### src/rtl/ipv4_checksum_update.sv
// ipv4_checksum_update: checks the IPv4 header checksum on a 256-bit AXI4-Stream.
// When enabled, it also decrements TTL and writes the recomputed checksum back.
// Ingress is buffered in a small fall-through FIFO. An IPv4 beat 0 is held
// until beat 1 arrives, because the header straddles the two beats.
// Ports:
//   AXI_ACLK, AXI_RESETN          clock, async active-low reset
//   S_AXIS_*                      ingress stream (TREADY = FIFO not nearly full)
//   M_AXIS_*                      egress stream
//   update_en                     1: TTL decrement + checksum rewrite, 0: verify only
//   pkt_count                     IPv4 candidate packets processed (saturating)
//   bad_csum_count                candidates with a failing received checksum
//   ttl_expired_count             candidates with a good checksum and TTL <= 1
module ipv4_checksum_update #(
  parameter int unsigned C_M_AXIS_DATA_WIDTH  = 256,
  parameter int unsigned C_S_AXIS_DATA_WIDTH  = 256,
  parameter int unsigned C_M_AXIS_TUSER_WIDTH = 128,
  parameter int unsigned C_S_AXIS_TUSER_WIDTH = 128,
  parameter int unsigned C_FIFO_DEPTH_BITS    = 2
) (
  input  logic                                 AXI_ACLK,
  input  logic                                 AXI_RESETN,
  input  logic [C_S_AXIS_DATA_WIDTH-1:0]       S_AXIS_TDATA,
  input  logic [(C_S_AXIS_DATA_WIDTH/8)-1:0]   S_AXIS_TSTRB,
  input  logic [C_S_AXIS_TUSER_WIDTH-1:0]      S_AXIS_TUSER,
  input  logic                                 S_AXIS_TVALID,
  output logic                                 S_AXIS_TREADY,
  input  logic                                 S_AXIS_TLAST,
  output logic [C_M_AXIS_DATA_WIDTH-1:0]       M_AXIS_TDATA,
  output logic [(C_M_AXIS_DATA_WIDTH/8)-1:0]   M_AXIS_TSTRB,
  output logic [C_M_AXIS_TUSER_WIDTH-1:0]      M_AXIS_TUSER,
  output logic                                 M_AXIS_TVALID,
  input  logic                                 M_AXIS_TREADY,
  output logic                                 M_AXIS_TLAST,
  input  logic                                 update_en,
  output logic [31:0]                          pkt_count,
  output logic [31:0]                          bad_csum_count,
  output logic [31:0]                          ttl_expired_count
);

  localparam int unsigned DW    = C_S_AXIS_DATA_WIDTH;
  localparam int unsigned SW    = DW / 8;
  localparam int unsigned UW    = C_S_AXIS_TUSER_WIDTH;
  localparam int unsigned PW    = C_FIFO_DEPTH_BITS;
  localparam int unsigned CW    = PW + 1;
  localparam int unsigned DEPTH = 1 << PW;

  typedef struct packed {
    logic [DW-1:0] data;
    logic [SW-1:0] strb;
    logic [UW-1:0] user;
    logic          last;
  } beat_t;

  typedef enum logic [2:0] {
    ST_HDR,
    ST_WAIT1,
    ST_CALC,
    ST_EMIT0,
    ST_EMIT1,
    ST_BODY
  } state_t;

  state_t state, state_nxt;

  // ---------------- ingress fall-through FIFO ----------------
  beat_t          fifo_mem [DEPTH];
  logic [PW-1:0]  wr_ptr, rd_ptr;
  logic [CW-1:0]  fifo_cnt;
  logic           fifo_empty, nearly_full, fifo_push, fifo_pop;
  beat_t          head, s_beat;

  assign s_beat        = '{data: S_AXIS_TDATA, strb: S_AXIS_TSTRB, user: S_AXIS_TUSER, last: S_AXIS_TLAST};
  assign fifo_empty    = (fifo_cnt == '0);
  assign nearly_full   = (fifo_cnt >= CW'(DEPTH - 1));
  assign S_AXIS_TREADY = !nearly_full;
  assign fifo_push     = S_AXIS_TVALID && !nearly_full;
  assign head          = fifo_mem[rd_ptr];

  // Storage array carries no reset; reset empties the FIFO through the pointers.
  always_ff @(posedge AXI_ACLK) begin
    if (fifo_push) fifo_mem[wr_ptr] <= s_beat;
  end

  // FIFO pointers and occupancy
  always_ff @(posedge AXI_ACLK or negedge AXI_RESETN) begin
    if (!AXI_RESETN) begin
      wr_ptr   <= '0;
      rd_ptr   <= '0;
      fifo_cnt <= '0;
    end else begin
      if (fifo_push) wr_ptr <= wr_ptr + PW'(1);
      if (fifo_pop)  rd_ptr <= rd_ptr + PW'(1);
      case ({fifo_push, fifo_pop})
        2'b10:   fifo_cnt <= fifo_cnt + CW'(1);
        2'b01:   fifo_cnt <= fifo_cnt - CW'(1);
        default: fifo_cnt <= fifo_cnt;
      endcase
    end
  end

  // ---------------- header checksum ----------------
  beat_t        hold0, hold1;
  logic [19:0]  sum_rx, sum_new;
  logic [15:0]  hw, csum_new;
  logic [7:0]   ttl, ttl_dec;
  logic         csum_ok, do_update, is_cand;

  function automatic logic [15:0] fold16(input logic [19:0] s);
    logic [16:0] t;
    t = 17'(s[15:0]) + 17'(s[19:16]);
    return t[15:0] + 16'(t[16]);
  endfunction

  // Sum of the 10 header words: as received, and as rewritten (new TTL, zero checksum)
  always_comb begin
    sum_rx  = '0;
    sum_new = '0;
    hw      = '0;
    ttl     = hold0.data[79:72];
    ttl_dec = ttl - 8'd1;
    for (int i = 0; i < 9; i++) begin
      hw     = hold0.data[143-16*i -: 16];
      sum_rx = sum_rx + 20'(hw);
      if (i == 4)      sum_new = sum_new + 20'({ttl_dec, hw[7:0]});
      else if (i != 5) sum_new = sum_new + 20'(hw);
    end
    sum_rx    = sum_rx  + 20'(hold1.data[255:240]);
    sum_new   = sum_new + 20'(hold1.data[255:240]);
    csum_ok   = (fold16(sum_rx) == 16'hFFFF);
    csum_new  = ~fold16(sum_new);
    do_update = csum_ok && update_en && (ttl > 8'd1);
  end

  assign is_cand = (head.data[159:144] == 16'h0800) && (head.data[143:136] == 8'h45) && !head.last;

  // ---------------- FSM ----------------
  logic  load_hold0, load_hold1, do_calc, m_valid;
  beat_t m_beat;

  // State register
  always_ff @(posedge AXI_ACLK or negedge AXI_RESETN) begin
    if (!AXI_RESETN) state <= ST_HDR;
    else             state <= state_nxt;
  end

  // Next state, FIFO pop and egress mux
  always_comb begin
    state_nxt  = state;
    fifo_pop   = 1'b0;
    load_hold0 = 1'b0;
    load_hold1 = 1'b0;
    do_calc    = 1'b0;
    m_valid    = 1'b0;
    m_beat     = '0;
    unique case (state)
      ST_HDR: begin
        if (!fifo_empty) begin
          if (is_cand) begin
            fifo_pop   = 1'b1;
            load_hold0 = 1'b1;
            state_nxt  = ST_WAIT1;
          end else begin
            m_valid = 1'b1;
            m_beat  = head;
            if (M_AXIS_TREADY) begin
              fifo_pop = 1'b1;
              if (!head.last) state_nxt = ST_BODY;
            end
          end
        end
      end
      ST_WAIT1: begin
        if (!fifo_empty) begin
          fifo_pop   = 1'b1;
          load_hold1 = 1'b1;
          state_nxt  = ST_CALC;
        end
      end
      ST_CALC: begin
        do_calc   = 1'b1;
        state_nxt = ST_EMIT0;
      end
      ST_EMIT0: begin
        m_valid = 1'b1;
        m_beat  = hold0;
        if (M_AXIS_TREADY) state_nxt = ST_EMIT1;
      end
      ST_EMIT1: begin
        m_valid = 1'b1;
        m_beat  = hold1;
        if (M_AXIS_TREADY) state_nxt = hold1.last ? ST_HDR : ST_BODY;
      end
      ST_BODY: begin
        if (!fifo_empty) begin
          m_valid = 1'b1;
          m_beat  = head;
          if (M_AXIS_TREADY) begin
            fifo_pop = 1'b1;
            if (head.last) state_nxt = ST_HDR;
          end
        end
      end
      default: state_nxt = ST_HDR;
    endcase
  end

  assign M_AXIS_TVALID = m_valid;
  assign M_AXIS_TDATA  = m_beat.data;
  assign M_AXIS_TSTRB  = m_beat.strb;
  assign M_AXIS_TUSER  = m_beat.user;
  assign M_AXIS_TLAST  = m_beat.last;

  // Hold registers, header rewrite and saturating status counters
  always_ff @(posedge AXI_ACLK or negedge AXI_RESETN) begin
    if (!AXI_RESETN) begin
      hold0             <= '0;
      hold1             <= '0;
      pkt_count         <= '0;
      bad_csum_count    <= '0;
      ttl_expired_count <= '0;
    end else begin
      if (load_hold0) hold0 <= head;
      if (load_hold1) hold1 <= head;
      if (do_calc) begin
        if (do_update) begin
          hold0.data[79:72] <= ttl_dec;
          hold0.data[63:48] <= csum_new;
        end
        if (pkt_count != '1) pkt_count <= pkt_count + 32'd1;
        if (!csum_ok && (bad_csum_count != '1))
          bad_csum_count <= bad_csum_count + 32'd1;
        if (csum_ok && (ttl <= 8'd1) && (ttl_expired_count != '1))
          ttl_expired_count <= ttl_expired_count + 32'd1;
      end
    end
  end

endmodule
### config.mk
export PLATFORM = sky130hd
export DESIGN_NAME = ipv4_checksum_update
export DESIGN_NICKNAME = d
export VERILOG_FILES = /design/src/rtl/ipv4_checksum_update.sv
export SDC_FILE = /design/constraint.sdc
export NUM_CORES = 2
export LEC_CHECK = 0
export ABC_AREA = 1
export BUFFER_PORTS_ARGS = -buffer_cell sky130_fd_sc_hd__buf_2
export CAP_MARGIN = 20
export CORE_MARGIN = 4
export CORE_UTILIZATION = 45
export CTS_BUF_LIST = sky130_fd_sc_hd__clkbuf_4
export DETAILED_ROUTE_END_ITERATION = 12
export GPL_TIMING_DRIVEN = 0
export PLACE_DENSITY = 0.69
export SETUP_SLACK_MARGIN = 0.5
export SLEW_MARGIN = 20
export SYNTH_ARGS = -nofsm -noshare
export SYNTH_HDL_FRONTEND = slang
export SYNTH_SLANG_ARGS = --single-unit
### constraint.sdc
create_clock -name AXI_ACLK -period 26.8 [get_ports AXI_ACLK]
set_input_delay 6.7 -clock AXI_ACLK [delete_from_list [all_inputs] [get_ports AXI_ACLK]]
set_output_delay 6.7 -clock AXI_ACLK [all_outputs]
set_load 0.05 [all_outputs]
==> results.md <==
Clock tree:
- For this design, the sink count on the clock tree is 2608.
- The post-CTS setup-driven buffer insertion count is 0.
- In this run, CTS created clock tree buffers numbering 678.
- The H-tree was split into 6 levels.
- TritonCTS built the clock tree.
- The clock insertion delay at the later pin of the skew report is 1.44 ns.
- The hold-fix buffer count after cts is 0.
- The post-cts sizing count is 0.
- In this run the clock root is driven by a clkbuf_4.
- The clock transition time at the flip-flop clock pins of the worst setup and hold paths is 0.06 ns.
- The number of buffers on the longest clock path is 4.

Setup path:
- The startpoint type of the worst setup path is a register.
- Along the worst path, the maximum fanout reaches 10.
- STA puts the critical path data required time at 20.10 ns.
- The worst path arrival time is 7.15 ns.
- The setup path with the least slack is of type reg2out.
- The worst setup path is captured at an output pin.

Pwr:
- The analysis attributes to cell leakage a power of 55.2 nW.
- The overall power is 17.9 mW.
- VDD sags by at most 0.000121 V.
- The cell area power density is 132 mW/mm^2.

STA:
- Adding up every negative setup slack in the final design gives 0 ns.
- The clock arrives with 0.145 ns of skew.
- For the pin with the worst max-slew slack, the measured transition is 1.31 ns.
- In the finished design, the share of the clock period the worst path needs comes to 0.517.
- After layout, the worst setup slack is 12.95 ns.
- The final critical path time including I/O delays and setup is 13.85 ns.
- Setup repair after global routing left no endpoint under its margin.
- The worst-case hold slack is 0.467 ns.
- Static timing analysis puts the maximum clock frequency at 72.2 MHz.
- The tightest slew margin relative to the limit is 0.124.
- The count of endpoints failing hold in the final timing report was 0.
- Setup violations remaining at the end of the flow were counted as 0.
- The number of slew-limit violations in the final report is 0.

Job:
- The number of violations of the max-capacitance limit is 0.

Logic synthesis:
- Sorting the synthesized cells by area gives the leading types as edfxtp_1 44%, dfrtp_1 21%, o21ai_0 7.0%.
- The count of flip-flops with a built-in enable after synthesis is 1668.
- The cell type with the largest total area after synthesis is edfxtp_1.
- The instance count of the mapped netlist is 10700.
- The dominant synthesized flop cell is edfxtp_1.
- The number of warnings reported in the yosys synthesis log is 0.
- The sequential share of the synthesized area is 0.642.
- The area share of the largest cell type after synthesis is 0.437.
- The share of synthesized registers carrying an async set or reset is 0.360.
- The synthesized design contains 2608 register bits.
- Sorting the synthesized cells by how often they occur yields 1668 x edfxtp_1, 1604 x o21ai_0, 1521 x nand2_1, 1233 x inv_1, 963 x nor2_1.
- The post-synth design cell area is 0.115 mm^2.
- The count of cell types in the netlist is 51.
- The post-synthesis area per instance is 10.7 um^2.
- The number of nets handed over by synthesis was 11300.
- Among all cell types in the netlist, the one instantiated most often is edfxtp_1.

Routing:
- In the final routed layout, each cell accounts on average for 26.9 um.
- The detailed-route vias per instance is 5.72.
- The total iterations of the first detailed-routing run is 8.
- The number of design rule violations left after detail routing is 0.
- The total wirelength of the detailed-routed design is 441000 um.
- The number of violations reported at the end of detailed-routing iteration 0 is 11200.
- The number of antenna-violating nets in the routed design is 0.
- The via total after detailed routing is 93900.

Global routing:
- Global routing finished with a remaining overflow of 0.
- The first global-routing pass estimated 624000 um of wire.
- Entering global routing, the biggest net connects 141 pins.
- The global routing usage summed across all routing layers is 0.324.
- The number of global-route vias before repair is 91300.
- The initial antenna violation count is 209.

Placed design:
- Before CTS, the worst setup slack after placement is 14.55 ns.
- The global placer's final weighted congestion is 0.982.
- Port buffering added 936 buffers.
- The half-perimeter wire length after detailed placement is 328000 um.

Floorplanning:
- The horizontal die dimension is 513 um.
- The die extent in y is 513 um.
- The initial standard-cell utilization of the core is 0.452.
- The floorplan row count is 185.
- The floorplan step defined a die boundary enclosing 0.263 mm^2.
- The core region is 0.254 mm^2.
- The number of placed I/O pins is 937.

Cells and area:
- Of the cells placed in the final design, the portion with a size suffix greater than 1 is 0.182.
- The area of the multi-input gates is 0.0336 mm^2.
- From synthesis to final layout, the design area changed by 18.3%.
- Counting the fill cells in the layout gives 22400.
- The sequential cell area is 0.0736 mm^2.
- The net count of the finished layout is 13100.

Min path:
- The type of the most critical hold path is reg2reg.

Status:
- The flow ran to the end, and the final reports show no timing, DRC or antenna violations.
cells by family after synthesis:
kind of cell             count (synthesis)  share of synthesized area
AND/OR/NAND/NOR                       3211                      0.115
flip-flops                            2608                      0.642
AO/OA/AOI/OAI                         2549                      0.131
buffers and inverters                 1917                     0.0649
adder cells (fa/ha/maj)                243                     0.0370
XOR/XNOR                               137                     0.0105
state kept, by name, summed over array words and instances (netlist names):
register and cells:
wr_ptr 2, bad_csum_count 32, fifo_cnt 3, ttl_expired_count 32, hold1 417, fifo_mem 1668
state 3, pkt_count 32, hold0 417, rd_ptr 2
critical path, cell delays in order, from the launching register on:
cell and delay, ns:
dfrtp_1 0.33, buf_2 0.22, clkbuf_1 0.66, buf_2 0.61, clkbuf_2 0.64, clkbuf_1 0.91, clkbuf_1 0.53, nor2_1 0.11
o22ai_1 1.02, nand3_1 0.18, o221ai_1 0.13, buf_2 0.43
cells in the final DEF, fill, tap and decap left out, drive strengths merged, types with 3 or more instances in the layout:
cell	n
clkinv	137
bufinv	15
nand2	1524
xor2	106
clkbuf	1587
edfxtp	1668
xnor2	31
diode	99
a21boi	3
o21ai	1634
clkinvlp	5
or2	3
o22a	7
fa	160
ha	83
and2	3
buf	1181
o221ai	399
dfrtp	940
nor2	971
nand4	65
nor4	16
inv	1270
o21bai	14
nor3b	4
a32oi	3
nand3b	4
nand3	563
a21oi	56
o211ai	21
a32o	10
o22ai	393
nor3	55
stage by stage:
step	utilization	instance area (um^2)	cells
global route	0.534	135000	16400
CTS	0.533	135000	16300
finish	0.534	136000	16400
detailed placement	0.497	126000	15100
global placement	0.487	123000	15000
floorplan	-	115000	10700
final cells by class:
| type | instances | area share |
|---|---|---|
| Timing Repair Buffer | 1045 | 0.0530 |
| Inverter | 1250 | 0.0346 |
| Clock inverter | 177 | 0.00925 |
| Sequential cell | 2608 | 0.543 |
| Tap cell | 3366 | 0.0311 |
| Buffer | 667 | 0.0206 |
| Multi-Input combinational cell | 6140 | 0.248 |
| Antenna cell | 99 | 0.00183 |
| Clock buffer | 1056 | 0.0585 |
path summary, 6_finish.rpt:
check / cells past startpoint / to / slack (ns) / start
max in group asynchronous: 4 / hold1[90] / 19.04 / AXI_RESETN
min: 2 / hold0[306] / 0.47 / hold0[306]
min reg2reg: 2 / hold0[306] / 0.47 / hold0[306]
max: 11 / M_AXIS_TDATA[40] / 12.95 / rd_ptr[0]
max reg2reg: 58 / hold0[222] / 15.65 / hold0[274]
min in group asynchronous: 1 / pkt_count[15] / 5.19 / AXI_RESETN
power by group:
part	switching (mW)	internal (mW)
Sequential	0.202	4.99
Combinational	7.07	1.98
Clock	1.70	1.95
per-layer routing:
| layer | up-vias | part of all wire | global-route usage |
|---|---|---|---|
| met5 | - | 0.0018 | 0 |
| met1 | 46000 | 0.36 | 0.398 |
| li1 | 41000 | - | - |
| met2 | 5589 | 0.45 | 0.495 |
| met4 | 118 | 0.075 | 0.215 |
| met3 | 1247 | 0.11 | 0.102 |
(Power assumes the default switching activity.)
